[src/rtl/fp_addsub_prealign_stage.sv]
// First FP add/sub pipeline stage: unpack, classify, order by magnitude and
// apply the 16-bit and 0..3-bit parts of the alignment shift to the smaller mantissa.
module fp_addsub_prealign_stage (
  input  logic        clk,
  input  logic        rst,
  input  logic        in_valid,
  output logic        in_ready,
  input  logic [31:0] A,
  input  logic [31:0] B,
  input  logic        Op,
  output logic        out_valid,
  input  logic        out_ready,
  output logic [31:0] MminP,
  output logic [31:0] Mmax,
  output logic [4:0]  Shift,
  output logic [7:0]  Emax,
  output logic        Smax,
  output logic        EffSub,
  output logic        Swapped,
  output logic [4:0]  InputExc
);

  // Hidden bit is implied by a non-zero exponent; exp == 0 flushes to zero.
  function automatic logic [31:0] unpack_mant(input logic [31:0] x);
    logic [31:0] m;
    if (x[30:23] != 8'd0) begin
      m = {1'b1, x[22:0], 8'd0};
    end else begin
      m = 32'd0;
    end
    return m;
  endfunction

  function automatic logic is_nan(input logic [31:0] x);
    return (x[30:23] == 8'hFF) && (x[22:0] != 23'd0);
  endfunction

  function automatic logic is_inf(input logic [31:0] x);
    return (x[30:23] == 8'hFF) && (x[22:0] == 23'd0);
  endfunction

  logic        load_s;
  logic [31:0] ma_s, mb_s, mmax_s, mmin_s, stage16_s, mminp_s;
  logic [7:0]  emax_s, emin_s, diff_s;
  logic [4:0]  shift_s, exc_s;
  logic        smax_s, effsub_s, swapped_s;

  logic        out_valid_r;
  logic [31:0] mminp_r, mmax_r;
  logic [4:0]  shift_r, exc_r;
  logic [7:0]  emax_r;
  logic        smax_r, effsub_r, swapped_r;

  assign in_ready = !out_valid_r || out_ready;
  assign load_s   = in_valid && in_ready;

  // Next-result datapath: ordering, exponent difference and partial alignment.
  always_comb begin
    ma_s      = unpack_mant(A);
    mb_s      = unpack_mant(B);
    mmax_s    = 32'd0;
    mmin_s    = 32'd0;
    emax_s    = 8'd0;
    emin_s    = 8'd0;
    smax_s    = 1'b0;
    swapped_s = 1'b0;
    stage16_s = 32'd0;
    mminp_s   = 32'd0;
    shift_s   = 5'd0;
    if (A[30:0] >= B[30:0]) begin
      mmax_s    = ma_s;
      mmin_s    = mb_s;
      emax_s    = A[30:23];
      emin_s    = B[30:23];
      smax_s    = A[31];
      swapped_s = 1'b0;
    end else begin
      mmax_s    = mb_s;
      mmin_s    = ma_s;
      emax_s    = B[30:23];
      emin_s    = A[30:23];
      smax_s    = B[31] ^ Op;
      swapped_s = 1'b1;
    end
    diff_s   = emax_s - emin_s;
    effsub_s = A[31] ^ B[31] ^ Op;
    if (diff_s >= 8'd32) begin
      shift_s = 5'd0;
      mminp_s = 32'd0;
    end else begin
      shift_s = diff_s[4:0];
      if (shift_s[4]) begin
        stage16_s = mmin_s >> 5'd16;
      end else begin
        stage16_s = mmin_s;
      end
      // Shift[3:2] is deliberately left for the next stage.
      mminp_s = stage16_s >> shift_s[1:0];
    end
    exc_s = {is_nan(A) || is_nan(B) || is_inf(A) || is_inf(B),
             is_nan(A), is_nan(B), is_inf(A), is_inf(B)};
  end

  // Output register with valid/ready handshake; holds while stalled.
  always_ff @(posedge clk or negedge rst) begin
    if (!rst) begin
      out_valid_r <= 1'b0;
      mminp_r     <= 32'd0;
      mmax_r      <= 32'd0;
      shift_r     <= 5'd0;
      emax_r      <= 8'd0;
      smax_r      <= 1'b0;
      effsub_r    <= 1'b0;
      swapped_r   <= 1'b0;
      exc_r       <= 5'd0;
    end else if (load_s) begin
      out_valid_r <= 1'b1;
      mminp_r     <= mminp_s;
      mmax_r      <= mmax_s;
      shift_r     <= shift_s;
      emax_r      <= emax_s;
      smax_r      <= smax_s;
      effsub_r    <= effsub_s;
      swapped_r   <= swapped_s;
      exc_r       <= exc_s;
    end else if (out_ready) begin
      out_valid_r <= 1'b0;
    end else begin
      out_valid_r <= out_valid_r;
    end
  end

  assign out_valid = out_valid_r;
  assign MminP     = mminp_r;
  assign Mmax      = mmax_r;
  assign Shift     = shift_r;
  assign Emax      = emax_r;
  assign Smax      = smax_r;
  assign EffSub    = effsub_r;
  assign Swapped   = swapped_r;
  assign InputExc  = exc_r;

endmodule

[config.mk]
export PLATFORM = sky130hd
export DESIGN_NAME = fp_addsub_prealign_stage
export DESIGN_NICKNAME = d
export VERILOG_FILES = /design/src/rtl/fp_addsub_prealign_stage.sv
export SDC_FILE = /design/constraint.sdc
export NUM_CORES = 1
export LEC_CHECK = 0
export CAP_MARGIN = 10
export CORE_UTILIZATION = 45
export CTS_CLUSTER_SIZE = 10
export DETAILED_ROUTE_END_ITERATION = 6
export PLACE_DENSITY_LB_ADDON = 0.3
export SETUP_SLACK_MARGIN = 0.1
export SLEW_MARGIN = 20
export SYNTH_ARGS = -nofsm -noshare
export SYNTH_HDL_FRONTEND = slang
export SYNTH_SLANG_ARGS = --single-unit
export TNS_END_PERCENT = 50
[constraint.sdc]
create_clock -name clk -period 1.6 [get_ports clk]
set_input_delay 0.4 -clock clk [delete_from_list [all_inputs] [get_ports clk]]
set_output_delay 0.4 -clock clk [all_outputs]
set_load 0.1 [all_outputs]
==> results.toml, run 1 <==
[worst_setup_path]
end_kind = "register"
path_class = "primary input to register"
worstSetupPathDepth = 18
critical_path.max_stage_delay_ps = 360
path_cells = "buf_8 -> inv_4 -> ha_4 -> nand4_1 -> nor2_1 -> o31a_1 -> o21a_4 -> nor2_8 -> mux2i_4 -> ha_4 -> a31oi_4 -> nand2_2 -> a211oi_2 -> mux2_4 -> a32oi_4 -> buf_6 -> and4b_2 -> a32o_1"
crit_family = "compound AO/OA/AOI/OAI gates"
cp.buffers_inverters = 3
reg2reg_depth = 6
cp_max_fo = 6
arrival_ps = 4080
crit_top_cell = "ha_4"
slowest_stage = "and4b_2"
start_kind = "primary input"
required_ps = 1890

[final_layout]
nets = 1072
multiInputGateArea_sq_mm = 0.004325
final.fill_count = 603
finalNonFillerCells = 1148
seq_area_sq_mm = 0.001952
areaGrowthSynthToFinish_pct = 87.56
drive_above_1_share = 0.5225
layout_commonest_cell = "buf_4"
final_cell_mix = "buf_4 (185), buf_12 (88), dfrtp_1 (78), nand2_1 (55)"
diodes = 0

[yosys]
async_flop_share = 1.000
yosysSeqAreaShare = 0.3362
syn-instance-count = 650
synth_top_cell_by_area = "dfrtp_1"
synth-edff-count = 0
yosys_warnings = 0
ys.flop_type = "dfrtp_1"
avgSynthCellArea_sq_um = 8.932
ys_types = 70
ys_seq_elements = 78
synth_area_sq_mm = 0.005806
ys_top_cells_by_area = "dfrtp_1 (34%), ha_1 (6.9%), mux2i_1 (4.7%)"
synth_top_area_share = 0.3362

[clock_network]
clk_latency_ps = 360
htreeDepth = 3
root_buffer = "clkbuf_16"
cts_tree = "yes"
cts.sinks = 78
clk_path_buf_depth = 2
cts_buffers = 9
clkSlewWorstSetupHoldPaths_ps = 70

[route]
routed_wl_um = 29390
antenna_left = 0
drt_first_pass_iters = 7
drt_iter0_drc = 1180
wl_per_cell_um = 25.60
viasPerCell = 6.610
dr_total_vias = 7588
drc_errors = 69

[sta]
grt_setup_unrepaired = "true"
worst_hold_slack_ps = 397.2
tightest_slew_ps = 495.1
setup_violations = 73
max_slew_margin = 0.6669
fin_crit_sh = 2.366
worst_slack_ps = -2185
drv_slew = 0
fin_crit_ps = 3785
finClkSkew_ps = 9.473
finalSetupTns_ps = -125370
max_freq_mhz = 264.2
timing_hold_violations_final = 0

[floorplan]
ioPinCount = 156
die_w_um = 115.6
initial_core_util = 0.4600
core_area_sq_mm = 0.01262
row_count = 41
die-area_sq_mm = 0.01336
die_h_um = 115.6

[global_route]
grt.total_usage = 0.4206
grt_pass1_wl_um = 42150
antenna_found_initial = 0
grt_max_degree = 39
grt_pass1_vias = 7494
gr-total-overflow = 0

[min_path]
whs_path_depth = 3
hp-class = "primary input to register"

[status]
violations = "design-rule violations, negative setup slack"
outcome = "complete, but fails checks"

[power]
switching_share = 0.4860
ir_drop_mv = 0.9401
seqPwrFrac = 0.214
clkPwrFrac = 0.168
p_switching_w = 0.006286
power.total_w = 0.01294
p_comb_frac = 0.619
total_leakage_power_nw = 5.028
power.internal_w = 0.006649
power_density_mw_per_mm2 = 1188

[place]
io_buffers = 147
hpwl_um = 18310
gp_congestion = 1.000
dp.cells = 1098

[run]
cap_violations = 0
[layout make-up]
type,instances,share of cell area
well taps,172,0.01976
clock inverters,6,0.006320
flip-flops and latches,78,0.1792
inverters,62,0.02321
clock buffers,10,0.02103
repair buffers,352,0.3532
multi-input cells,468,0.3972
[worst paths after layout]
| path | from | endpoint | slack, ps |
|---|---|---|---|
| max | B[14] | MminP[28] | -2190 |
| min | B[7] | Mmax[15] | 400 |
| min reg2reg | Swapped | Swapped | 550 |
| min in group asynchronous | rst | Emax[3] | 500 |
| max in group asynchronous | rst | MminP[4] | 600 |
| max reg2reg | out_valid | Mmax[13] | -290 |
[cells by family after synthesis]
group,count (synthesis),share of synthesized area
muxes,44,0.07996
adders and majority gates,32,0.06896
and+or+nand+nor,194,0.1825
xor gates and xnor gates,4,0.006036
other,1,0.0006459
AOI/OAI and AO/OA,182,0.2390
DFF,78,0.3362
buffers and inverters,115,0.08664
[power by group through the flow]
stage	combinational [W]	sequential [W]	clock (W)
after global placement	0.00689	0.00273	0
after global routing	0.00823	0.00278	0.00225
after detailed placement	0.00699	0.00275	0
final	0.00801	0.00276	0.00217
after CTS	0.00746	0.00273	0.00211
after floorplan	0.00178	0.00500	0
[through the flow]
step                  util  worst slack [ps]  cell area (sq um)
finish              0.8629             -2185              10890
floorplan                -             -2341               6041
CTS                 0.8348             -1999              10540
global placement    0.7614             -2976               9608
global route        0.8629             -2227              10890
detailed placement  0.7614             -3090               9608
[layer usage]
| layer | GRT usage | vias to the layer above | wire length, um | share of wire |
|---|---|---|---|---|
| met2 | 0.7026 | 691 | 14020 | 0.48 |
| met3 | 0.1015 | 194 | 3052 | 0.10 |
| li1 | - | 3092 | - | - |
| met1 | 0.4952 | 3611 | 10240 | 0.35 |
| met4 | 0.2398 | 0 | 2074 | 0.071 |
| met5 | 0 | - | 0 | 0 |
[cells in the mapped netlist (4+ instances only)]
cell type / instances
nand2b_1: 8
or3_1: 5
o21ai_0: 28
and3_1: 22
nor3_1: 6
a21o_1: 6
o21a_1: 4
mux2i_1: 27
buf_2: 6
nand4_1: 12
a21oi_1: 27
and2_1: 5
buf_4: 11
a31oi_1: 24
clkbuf_1: 30
nor2_1: 33
a222oi_1: 25
ha_1: 32
dfrtp_1: 78
o31ai_1: 11
nor4_1: 17
a32o_1: 19
a22o_1: 4
nor2b_1: 6
mux2_2: 16
nand2_1: 57
nand3_1: 7
inv_1: 61
[timing repair]
item	CTS	global route
hold endpoints to repair	20	0
pin swaps	57	26
hold buffers	1	0
setup buffers	16	12
resized for setup	363	50
cloned	5	0
endpoints found under the setup margin	78	78
[worst min-delay path: cells and delay by family]
kind	cells	cell delay, ps
buffers and inverters	2	210
AO/OA/AOI/OAI	1	110
[sequential cells by signal, summed over array words and instances (netlist names)]
name / cells
EffSub: 1
MminP: 32
Mmax: 24
Emax: 8
Smax: 1
Swapped: 1
out_valid: 1
Shift: 5
InputExc: 5
Note: power is estimated with default switching activity, not from simulation.
==> inputs of run 2 (changes only) <==
==> constraint.sdc (replaced) <==
create_clock -name clk -period 1.6 [get_ports clk]
set_input_delay 0.4 -clock clk [delete_from_list [all_inputs] [get_ports clk]]
set_output_delay 0.4 -clock clk [all_outputs]
set_load 0.05 [all_outputs]
==> run 2 against run 1 <==
Effect of this change:
- clock-buffer cell count increased by 1
- via count increased by 5.5%
- worst hold slack got worse by 42 ps
- the flow still finishes with violations (design-rule violations, negative setup slack)
- maximum frequency decreased by 3.8%
- power decreased by 7.9%
- routed wire length increased by 10%
- design area increased by 4.0%
- die area unchanged
- global-route usage increased by 1.8 points
- first-iteration DRC count increased by 18%
- sequential share of layout area decreased by 0.68 points
==> results.toml, run 2 (synthesized netlist as in run 1, its figures left out) <==
[sta]
fin_crit_ps = 3937
finClkSkew_ps = 9.527
grt_setup_unrepaired = "true"
worst_slack_ps = -2337
max_slew_margin = 0.6531
worst_hold_slack_ps = 355.7
finalSetupTns_ps = -138030
max_freq_mhz = 254.0
setup_violations = 73
timing_hold_violations_final = 0
fin_crit_sh = 2.460
drv_slew = 0
tightest_slew_ps = 520.3

[min_path]
whs_path_depth = 3
min_from = "B[7]"
hp-class = "primary input to register"

[final_layout]
drive_above_1_share = 0.5599
final_core_util = 0.8970
largest_register_ffs = 32
final_cell_mix = "buf_4 (199), buf_12 (93), dfrtp_1 (78), nand2_1 (53), buf_6 (32)"
diodes = 0
final.fill_count = 495
layout_commonest_cell = "buf_4"
areaGrowthSynthToFinish_pct = 94.98
nets = 1098

[worst_setup_path]
startpoint = "B[9]"
crit_end = "MminP[4]"
path_class = "primary input to register"
end_kind = "register"
cp_max_fo = 6
start_kind = "primary input"
arrival_ps = 4230
r2r_start = "out_valid"
required_ps = 1890
r2r_end = "Mmax[27]"
reg2reg_depth = 6
reg2reg_slack_ps = -170

[clock_network]
htreeDepth = 3
clkSlewWorstSetupHoldPaths_ps = 70
clk_path_buf_depth = 2
clk_latency_ps = 360
root_buffer = "clkbuf_16"
cts.sinks = 78
cts_tree = "yes"
cts_buffers = 9

[power]
power.internal_w = 0.006731
p_switching_w = 0.005182
switching_share = 0.4350
ir_drop_mv = 0.8818
total_leakage_power_nw = 5.217
power.total_w = 0.01191
seqPwrFrac = 0.231
clkPwrFrac = 0.171
p_comb_frac = 0.598
power_density_mw_per_mm2 = 1052

[place]
dpl_worst_slack_ps = -3080
hpwl_um = 18160
gp_congestion = 1.050
io_buffers = 147

[global_route]
grt.total_usage = 0.4383
gr-total-overflow = 0
grt_pass1_wl_um = 43330
antenna_found_initial = 0
grt_max_degree = 39
grt_pass1_vias = 7688

[route]
drc_errors = 56
routed_wl_um = 32420
viasPerCell = 6.818
wl_per_cell_um = 27.61
drt_iter0_drc = 1396
drt_first_pass_iters = 7
dr_total_vias = 8004
antenna_left = 0

[floorplan]
die_w_um = 115.6
row_count = 41
core_area_sq_mm = 0.01262
initial_core_util = 0.4600
ioPinCount = 156
die_h_um = 115.6
die-area_sq_mm = 0.01336

[run]
cap_violations = 0

[status]
outcome = "complete, but fails checks"
violations = "design-rule violations, negative setup slack"
run 2: layout make-up:
type	count	area (sq um)	share of cell area
clock buffers	11	242.7	0.02144
multi-input cells	468	4491	0.3967
well taps	172	215.2	0.01901
clock inverters	5	33.78	0.002984
repair buffers	378	4123	0.3642
flip-flops and latches	78	1952	0.1724
inverters	62	262.8	0.02321
run 2: worst min path at each step:
stage,endpoint
after floorplan,EffSub
after global placement,Swapped
after detailed placement,Emax[6]
after CTS,Mmax[15]
after global routing,Mmax[15]
final,Mmax[15]
run 2: metal layers:
metal / vias to the layer above / global-route usage / wire (um)
li1: 3149 / - / -
met1: 3773 / 0.4946 / 10700
met2: 804 / 0.7617 / 15310
met3: 278 / 0.09728 / 3738
met4: 0 / 0.2563 / 2660
met5: - / 0 / 0
run 2: stage by stage:
stage                     area [sq um]  cells
final                            11320   1174
after global routing             11320   1174
after CTS                        10900   1155
after detailed placement          9620   1100
after global placement            9620   1100
after floorplan                   6038    657
run 2: power by group through the flow:
stage,combinational [W],sequential (W),clock [W]
2_1_floorplan,0.00173,0.00372,0
3_3_place_gp,0.00554,0.00273,0
3_5_place_dp,0.00565,0.00274,0
4_1_cts,0.00643,0.00272,0.00196
5_1_grt,0.00729,0.00277,0.00212
6_report,0.00712,0.00276,0.00204
run 2: worst max-delay path, stage by stage:
cell and delay (ps):
buf_2 100, inv_1 80, ha_4 270, nand4_1 220, nor4_4 530, a221oi_4 140
and3_4 220, a222oi_1 400, buf_4 200, nor3_2 70, a211oi_2 270, mux2_4 360
a32oi_4 340, and4b_2 410, a32o_1 210
run 2: timing repair:
action	CTS	global route
endpoints found under the hold margin	20	0
hold buffers	1	0
gates cloned	7	0
buffers inserted	31	22
gates resized for setup	372	120
setup endpoints to repair	78	76
pin swaps	85	51
==> inputs of run 3 (changes only) <==
CTS_CLUSTER_DIAMETER = 40   (was unset)
==> results of run 3 <==
The final DEF is identical to that of run 2; final timing and power are the same.
